$ cat src/rtl/rf_pkg.sv
// Shared register-file definitions used by write-back, decode and hazard logic.
package rf_pkg;
  localparam int AW   = 5;
  localparam int DW   = 32;
  localparam int NREG = 32;
  typedef logic [AW-1:0] reg_addr_t;
  localparam reg_addr_t REG_ZERO = 5'd0;
endpackage

$ cat src/rtl/rf_scoreboard.sv
// Busy vector for registers with an outstanding B write; lookups are combinational.
// Set on issue, clear when the B write reaches the register file (set wins on the same edge).
module rf_scoreboard
  import rf_pkg::*;
(
  input  logic          clk,
  input  logic          rst_n,
  input  logic          issue_valid,
  input  logic [AW-1:0] issue_rd,
  output logic          issue_ready,
  input  logic [AW-1:0] q_ra1,
  input  logic [AW-1:0] q_ra2,
  output logic          q_busy1,
  output logic          q_busy2,
  input  logic          clr_en,
  input  logic [AW-1:0] clr_addr
);

  logic [NREG-1:0] busy_q, busy_d;
  logic            set_en;

  assign issue_ready = !busy_q[issue_rd];
  assign set_en      = issue_valid && issue_ready && (issue_rd != REG_ZERO);
  assign q_busy1     = (q_ra1 != REG_ZERO) && busy_q[q_ra1];
  assign q_busy2     = (q_ra2 != REG_ZERO) && busy_q[q_ra2];

  always_comb begin
    busy_d = busy_q;
    if (clr_en) busy_d[clr_addr] = 1'b0;
    // Applied after the clear so a same-edge issue keeps the register busy.
    if (set_en) busy_d[issue_rd] = 1'b1;
    busy_d[0] = 1'b0;
  end

  always_ff @(posedge clk or negedge rst_n) begin
    if (!rst_n) busy_q <= '0;
    else        busy_q <= busy_d;
  end

endmodule

$ cat src/rtl/rf_wb_arbiter.sv
// Shares the register-file write port between ALU (A) and long-latency unit (B, via one hold entry).
// Grant in cycle N drives rf_* in N+1; a held B write is forced through after MAX_WAIT lost cycles.
module rf_wb_arbiter
  import rf_pkg::*;
#(
  parameter int AW       = rf_pkg::AW,
  parameter int DW       = rf_pkg::DW,
  parameter int MAX_WAIT = 4
) (
  input  logic          clk,
  input  logic          rst_n,
  input  logic          a_valid,
  output logic          a_ready,
  input  logic [AW-1:0] a_addr,
  input  logic [DW-1:0] a_data,
  input  logic          b_valid,
  output logic          b_ready,
  input  logic [AW-1:0] b_addr,
  input  logic [DW-1:0] b_data,
  input  logic          issue_valid,
  input  logic [AW-1:0] issue_rd,
  output logic          issue_ready,
  input  logic [AW-1:0] q_ra1,
  input  logic [AW-1:0] q_ra2,
  output logic          q_busy1,
  output logic          q_busy2,
  output logic          rf_we,
  output logic [AW-1:0] rf_wa,
  output logic [DW-1:0] rf_wd
);

  localparam int            CW       = $clog2(MAX_WAIT + 1);
  localparam logic [CW-1:0] WAIT_MAX = CW'(MAX_WAIT);

  logic          hold_v_q;
  logic [AW-1:0] hold_addr_q;
  logic [DW-1:0] hold_data_q;
  logic [CW-1:0] wait_cnt_q, wait_cnt_d;
  logic          out_b_q;
  logic          force_b, grant_a, grant_b;

  assign force_b = hold_v_q && (wait_cnt_q == WAIT_MAX);
  assign grant_b = hold_v_q && (force_b || !a_valid);
  assign a_ready = !force_b;
  assign grant_a = a_valid && a_ready;
  assign b_ready = !hold_v_q || grant_b;

  always_comb begin
    wait_cnt_d = wait_cnt_q;
    if (!hold_v_q || grant_b)      wait_cnt_d = '0;
    else if (wait_cnt_q != WAIT_MAX) wait_cnt_d = wait_cnt_q + 1'b1;
  end

  always_ff @(posedge clk or negedge rst_n) begin
    if (!rst_n) begin
      hold_v_q    <= 1'b0;
      hold_addr_q <= '0;
      hold_data_q <= '0;
      wait_cnt_q  <= '0;
    end else begin
      wait_cnt_q <= wait_cnt_d;
      if (b_valid && b_ready) begin
        hold_v_q    <= 1'b1;
        hold_addr_q <= b_addr;
        hold_data_q <= b_data;
      end else if (grant_b) begin
        hold_v_q <= 1'b0;
      end
    end
  end

  // x0 writes still take the grant but never reach the register file.
  always_ff @(posedge clk or negedge rst_n) begin
    if (!rst_n) begin
      rf_we   <= 1'b0;
      rf_wa   <= '0;
      rf_wd   <= '0;
      out_b_q <= 1'b0;
    end else if (grant_b) begin
      rf_we   <= (hold_addr_q != '0);
      rf_wa   <= hold_addr_q;
      rf_wd   <= hold_data_q;
      out_b_q <= 1'b1;
    end else if (grant_a) begin
      rf_we   <= (a_addr != '0);
      rf_wa   <= a_addr;
      rf_wd   <= a_data;
      out_b_q <= 1'b0;
    end else begin
      rf_we <= 1'b0;
    end
  end

  rf_scoreboard u_sb (
    .clk         (clk),
    .rst_n       (rst_n),
    .issue_valid (issue_valid),
    .issue_rd    (issue_rd),
    .issue_ready (issue_ready),
    .q_ra1       (q_ra1),
    .q_ra2       (q_ra2),
    .q_busy1     (q_busy1),
    .q_busy2     (q_busy2),
    .clr_en      (rf_we && out_b_q),
    .clr_addr    (rf_wa)
  );

endmodule

$ cat config.mk
export PLATFORM = sky130hd
export DESIGN_NAME = rf_wb_arbiter
export DESIGN_NICKNAME = d
export VERILOG_FILES = /design/src/rtl/rf_pkg.sv /design/src/rtl/rf_scoreboard.sv /design/src/rtl/rf_wb_arbiter.sv
export SDC_FILE = /design/constraint.sdc
export NUM_CORES = 1
export LEC_CHECK = 0
export ABC_AREA = 1
export CORE_ASPECT_RATIO = 1.5
export CORE_MARGIN = 1.5
export CORE_UTILIZATION = 50
export DETAILED_ROUTE_END_ITERATION = 12
export GPL_ROUTABILITY_DRIVEN = 0
export PLACE_DENSITY = 0.81
export SYNTH_ARGS = -nofsm -noshare
export SYNTH_HDL_FRONTEND = slang
export SYNTH_SLANG_ARGS = --single-unit
$ cat constraint.sdc
create_clock -name clk -period 2.1 [get_ports clk]
set_input_delay 0.42 -clock clk [delete_from_list [all_inputs] [get_ports clk]]
set_output_delay 0.42 -clock clk [all_outputs]
set_load 0.01 [all_outputs]
==> impl_metrics.env, run 1 <==
export IMPL_reg2reg_depth=10
export IMPL_avgSynthCellArea_um2=8.43
export IMPL_area_growth_pct=40.6
export IMPL_die_area_um2=11800
export IMPL_drive_gt1_share_pct=16.5
export IMPL_initial_utilization_pct=51.1
export IMPL_dpl_cell_count=962
export IMPL_fin_crit_sh_pct=101
export IMPL_grtUsageTotal_pct=32.6
export IMPL_clk_latency_ps=340
export IMPL_start_kind="input port"
export IMPL_setup_slack_ps=-20.9
export IMPL_top_usage_layer="met2"
export IMPL_critPathRequiredTime_ps=1680
export IMPL_hold_buffers=0
export IMPL_rsz0062_at_grt="yes"
export IMPL_dieHeight_um=132
export IMPL_dp_slack_ps=-640
export IMPL_fmax_mhz=472
export IMPL_relSlewSlack_pct=72.6
export IMPL_port_buffers=136
export IMPL_ys_seq_elements=111
export IMPL_antenna_found_initial=0
export IMPL_grt_max_degree=50
export IMPL_worstSetupEndpointType="output port"
export IMPL_gr_total_overflow=0
export IMPL_cts_root_buf="clkbuf_16"
export IMPL_rows=47
export IMPL_setup_viol=1
export IMPL_nNetsFinal=928
export IMPL_grtUsageMet3_pct=10.3
export IMPL_cts_buffers=9
export IMPL_run_status="complete, but fails checks"
export IMPL_layout_commonest_cell="nand2_1"
export IMPL_synth_cell_types=34
export IMPL_power_total_w=0.00696
export IMPL_ys_async_sr_fraction_pct=100
export IMPL_stdcell_count=984
export IMPL_use_met1_pct=35.9
export IMPL_r2r_setup_slack_ps=200
export IMPL_synth_edf_count=0
export IMPL_fin_skew_ps=3.80
export IMPL_drv_cap=0
export IMPL_yosysWarnings=0
export IMPL_first_global_vias=5973
export IMPL_routedWlPerCell_um=18.3
export IMPL_peakVddDrop_v=0.000713
export IMPL_cts_tree="done"
export IMPL_r2r_start="wait_cnt_q[0]"
export IMPL_ys_seq_area_share_pct=49.7
export IMPL_drt_iter0_markers=615
export IMPL_syn_nets=759
export IMPL_grt_pass1_wl_mm=29.4
export IMPL_vias=5760
export IMPL_crit_fanout=3
export IMPL_arrival_ps=1700
export IMPL_dr_pass1_iters=7
export IMPL_viasPerCell=5.85
export IMPL_criticalPathCategory="in2out"
export IMPL_p_leak_nw=3.56
export IMPL_pin_count=137
export IMPL_drv_slew=0
export IMPL_ys_flop_type="dfrtp_1"
export IMPL_dp_hpwl_mm=12.9
export IMPL_tns_ps=-20.9
export IMPL_synth_cells=663
export IMPL_die_x_um=89.3
export IMPL_hold_viol=0
export IMPL_r2r_end="rf_wd[7]"
export IMPL_ant_nets=0
export IMPL_cts_sinks=111
export IMPL_cts_buffer_depth=2
export IMPL_fillCellCount=831
export IMPL_hold_path_class="in2async"
export IMPL_drc=0
export IMPL_synth_cell_area_um2=5590
export IMPL_startpoint="q_ra2[2]"
export IMPL_core_area_um2=10900
export IMPL_tightest_slew_ps=406
export IMPL_finalCriticalPeriod_ps=2120
export IMPL_drt_wl_total_mm=18.0
export IMPL_htree_levels=3
export IMPL_final_cell_mix="nand2_1 (215), clkdlybuf4s50_1 (117), dfrtp_1 (104), nand3_1 (67), o21ai_0 (55)"
export IMPL_met2_usage_pct=54.7
export IMPL_violations="setup timing"
export IMPL_n_antenna_cell=0
export IMPL_clkTransAtPathRegs_ps=70
export IMPL_power_density_nw_per_um2=887
[through the flow]
stage / hold slack, ps / utilization (%) / instance area [um^2]
finish: 8.77 / 71.8 / 7860
global placement: 370 / 67.3 / 7360
floorplan: 124 / - / 5590
global route: 27.7 / 71.8 / 7860
CTS: 9.48 / 71.6 / 7830
detailed placement: 377 / 67.3 / 7360
[logic make-up (layout without fill, tap and decap cells)]
group | count (synthesis) | in the layout | share of synthesized area, %
flip-flops | 111 | 111 | 49.7
AO/OA/AOI/OAI | 118 | 118 | 12.3
AND/OR/NAND/NOR | 324 | 324 | 24.0
multiplexers | 37 | 37 | 7.46
XOR/XNOR | 1 | 1 | 0.157
buffers and inverters | 70 | 244 | 5.89
adder cells (fa/ha/maj) | 2 | 2 | 0.448
[area by class of cell]
class | count | area, um^2 | share of cell area [%]
flip-flops and latches | 111 | 2790 | 35.5
clock buffers | 10 | 229 | 2.91
repair buffers | 184 | 1760 | 22.4
inverters | 44 | 171 | 2.18
multi-input cells | 482 | 2590 | 33.0
well taps | 147 | 184 | 2.34
clock inverters | 6 | 133 | 1.69
[power by group]
part           switching (W)  internal, W  leakage, nW
registers           0.000502      0.00260         1.27
clock network       0.000739      0.00128        0.173
logic               0.000980     0.000859         2.12
total                0.00222      0.00474         3.56
[registers in the layout, indices dropped and copies added, names as in the netlist]
name / cells
rf_wa: 5
u_sb.busy_q: 31
out_b_q: 1
hold_v_q: 1
hold_data_q: 32
rf_we: 1
wait_cnt_q: 3
rf_wd: 32
hold_addr_q: 5
[critical path, cell delays in order]
cell             delay, ps
dlygate4sd2_1          250
inv_1                   80
or2_4                  250
a21oi_2                120
o211ai_1                90
and3_1                 160
nand2_1                 60
nand2_1                 50
clkdlybuf4s15_2        220
[layer usage]
| metal | vias to the layer above | routed length (um) | part of all wire, % |
|---|---|---|---|
| li1 | 2557 | - | - |
| met1 | 2711 | 6030 | 33 |
| met2 | 401 | 9330 | 52 |
| met3 | 91 | 1620 | 9.0 |
| met4 | 0 | 1070 | 5.9 |
| met5 | - | 0 | 0 |
[what timing repair did]
action / CTS / global route
setup endpoints to repair: 4 / 5
pin swaps: 5 / 3
setup buffers: 2 / 3
gates cloned: 1 / 0
resized for setup: 55 / 36
[Yosys cell counts (all sizes together) (10+ instances only)]
cell | n | area, um^2
a21oi | 20 | 100
a22oi | 22 | 165
buf | 15 | 120
clkbuf | 11 | 41.3
dfrtp | 111 | 2780
inv | 44 | 168
mux2 | 37 | 417
nand2 | 218 | 823
nand3 | 67 | 335
nor2 | 25 | 106
nor3 | 10 | 50.1
o211ai | 10 | 75.1
o21ai | 60 | 300
[worst max-delay path by stage]
stage	endpoint	depth (start not counted)
6_report	q_busy2	9
5_1_grt	q_busy2	9
2_1_floorplan	hold_data_q[16]	10
3_5_place_dp	q_busy2	9
3_3_place_gp	q_busy1	8
4_1_cts	q_busy2	9
(Power assumes the default switching activity.)
==> run 2: changes to the inputs <==
Settings changed: CORE_UTILIZATION 50 to 45, PLACE_DENSITY 0.81 to 0.77.
Clock period 2.1 ns to 1.95 ns, I/O delays scaled along.
==> run 2 against run 1 <==
Net effect: the run still ends with setup timing left; design area rose by 1.6%; sequential power rose by 5%; power rose by 2.2%; clock skew rose by 4.9 ps; critical path type is now reg2out; critical endpoint is now issue_ready; largest cell class unchanged; highest routed layer unchanged.
==> impl_metrics.env, run 2 (synthesis gave the netlist of run 1 again) <==
export IMPL_ant_nets=0
export IMPL_dr_pass1_iters=8
export IMPL_htree_levels=3
export IMPL_fin_skew_ps=8.67
export IMPL_viasPerCell=5.49
export IMPL_fin_hold_ws_ps=482
export IMPL_r2r_start="u_sb.busy_q[13]"
export IMPL_finalCriticalPeriod_ps=1960
export IMPL_die_x_um=94.0
export IMPL_die_area_um2=13100
export IMPL_power_density_nw_per_um2=892
export IMPL_finalCoreUtilization_pct=66.1
export IMPL_fin_crit_sh_pct=101
export IMPL_drt_iter0_markers=265
export IMPL_drv_cap=0
export IMPL_initial_utilization_pct=46.3
export IMPL_holdPathStages=2
export IMPL_dp_hpwl_mm=12.5
export IMPL_dp_slack_ps=-759
export IMPL_core_area_um2=12100
export IMPL_relSlewSlack_pct=68.7
export IMPL_reg2reg_depth=14
export IMPL_drc=0
export IMPL_cts_buffer_depth=2
export IMPL_final_cell_mix="nand2_1 (209), clkdlybuf4s50_1 (118), dfrtp_1 (110), nand3_1 (67), o21ai_0 (52)"
export IMPL_hold_path_class="reg2reg"
export IMPL_dieHeight_um=139
export IMPL_grt_pass1_wl_mm=27.1
export IMPL_hold_path_end="rf_wd[31]"
export IMPL_p_sw_share_pct=33.1
export IMPL_arrival_ps=1570
export IMPL_post_dp_cell_area_um2=7460
export IMPL_drive_gt1_share_pct=17.4
export IMPL_first_global_vias=5837
export IMPL_grtUsageTotal_pct=26.2
export IMPL_gr_total_overflow=0
export IMPL_pin_count=137
export IMPL_cts_sinks=111
export IMPL_violations="setup timing"
export IMPL_cts_root_buf="clkbuf_16"
export IMPL_hp_start="rf_wd[31]"
export IMPL_rows=49
export IMPL_port_buffers=136
export IMPL_criticalPathCategory="reg2out"
export IMPL_hold_viol=0
export IMPL_rsz0062_at_grt="yes"
export IMPL_drt_wl_total_mm=16.7
export IMPL_clkTransAtPathRegs_ps=80
export IMPL_vias=5533
export IMPL_drv_slew=0
export IMPL_cts_tree="done"
export IMPL_r2r_setup_slack_ps=200
export IMPL_p_int_w=0.00476
export IMPL_run_status="complete, but fails checks"
export IMPL_n_antenna_cell=0
export IMPL_worstSetupEndpointType="output port"
export IMPL_tightest_slew_ps=470
export IMPL_start_kind="flop"
export IMPL_routedWlPerCell_um=16.6
export IMPL_combPwrFrac_pct=29.2
export IMPL_setup_viol=1
export IMPL_clk_latency_ps=340
export IMPL_seqPwrFrac_pct=45.8
export IMPL_pwr_share_clk_pct=25.0
export IMPL_crit_fanout=2
export IMPL_fmax_mhz=510
export IMPL_peakVddDrop_v=0.000534
export IMPL_power_switching_w=0.00236
export IMPL_cts_buffers=9
export IMPL_critPathRequiredTime_ps=1560
export IMPL_p_leak_nw=3.64
export IMPL_reg_largest_list="hold_data_q (32), rf_wd (32), u_sb.busy_q (31)"
export IMPL_setup_slack_ps=-12.7
export IMPL_r2r_end="u_sb.busy_q[18]"
export IMPL_antenna_found_initial=0
export IMPL_nNetsFinal=946
export IMPL_final_area_um2=7980
export IMPL_area_growth_pct=42.9
export IMPL_layout_commonest_cell="nand2_1"
export IMPL_grt_max_degree=38
run 2: changes by cell type in the layout (fill, tap and decap cells not counted), sizes merged, moves of 2 or more:
cell and change:
buf +18, bufinv -4, clkinvlp -2, dlygate4sd2 +2, dlymetal6s2s -2, inv +4
run 2: stage by stage:
stage,std cells,power [W],TNS [ps]
after floorplan,663,0.00412,0
after global placement,978,0.00508,-11560
after detailed placement,978,0.00516,-13150
after CTS,1005,0.00707,-90.9
after global routing,1008,0.00751,-295
final,1008,0.00712,-12.7
run 2: power groups by stage:
stage	sequential [W]	combinational [W]	clock, W
finish	0.00326	0.00208	0.00178
global route	0.00330	0.00227	0.00193
CTS	0.00323	0.00201	0.00182
detailed placement	0.00328	0.00188	0
global placement	0.00326	0.00182	0
floorplan	0.00315	0.000970	0
run 2: final cells by class:
type	instances	area, um^2
inverter	44	170
multi-input combinational	482	2600
clock inverter	5	48.8
fill	942	4100
timing repair buffer	202	1950
tap	153	191
sequential	111	2780
clock buffer	11	243
run 2: routing by layer:
metal	vias up	global-route usage (%)	wire length, um
li1	2594	-	-
met1	2587	29.7	6170
met2	287	45.7	8560
met3	65	4.59	1220
met4	0	15.1	800
met5	-	0	0
run 2: worst max-delay path by stage:
stage	from	endpoint	slack (ps)
3_5_place_dp	q_ra2[1]	q_busy2	-760
3_3_place_gp	q_ra1[0]	q_busy1	-680
4_1_cts	q_ra2[1]	q_busy2	-70
2_1_floorplan	wait_cnt_q[0]	hold_data_q[16]	150
6_report	u_sb.busy_q[13]	issue_ready	-10
5_1_grt	u_sb.busy_q[19]	issue_ready	-120
run 2: worst max-delay path, cell delays in order (launching register included):
cell and delay, ps:
dfrtp_1 410, buf_6 140, nand2_4 50, o21ai_2 40, nand2_1 70, nand2_2 60
nand2_2 70, nand2_2 60, nor2_2 110, nand2_2 60, inv_1 50, buf_2 120
run 2: repair_timing:
action                     in CTS  in global routing
hold endpoints to repair        5                  0
pin swaps                       8                  9
cloned                          1                  0
setup endpoints to repair      18                 10
hold buffers                    1                  0
setup buffers                   9                  3
resized for setup              74                 24
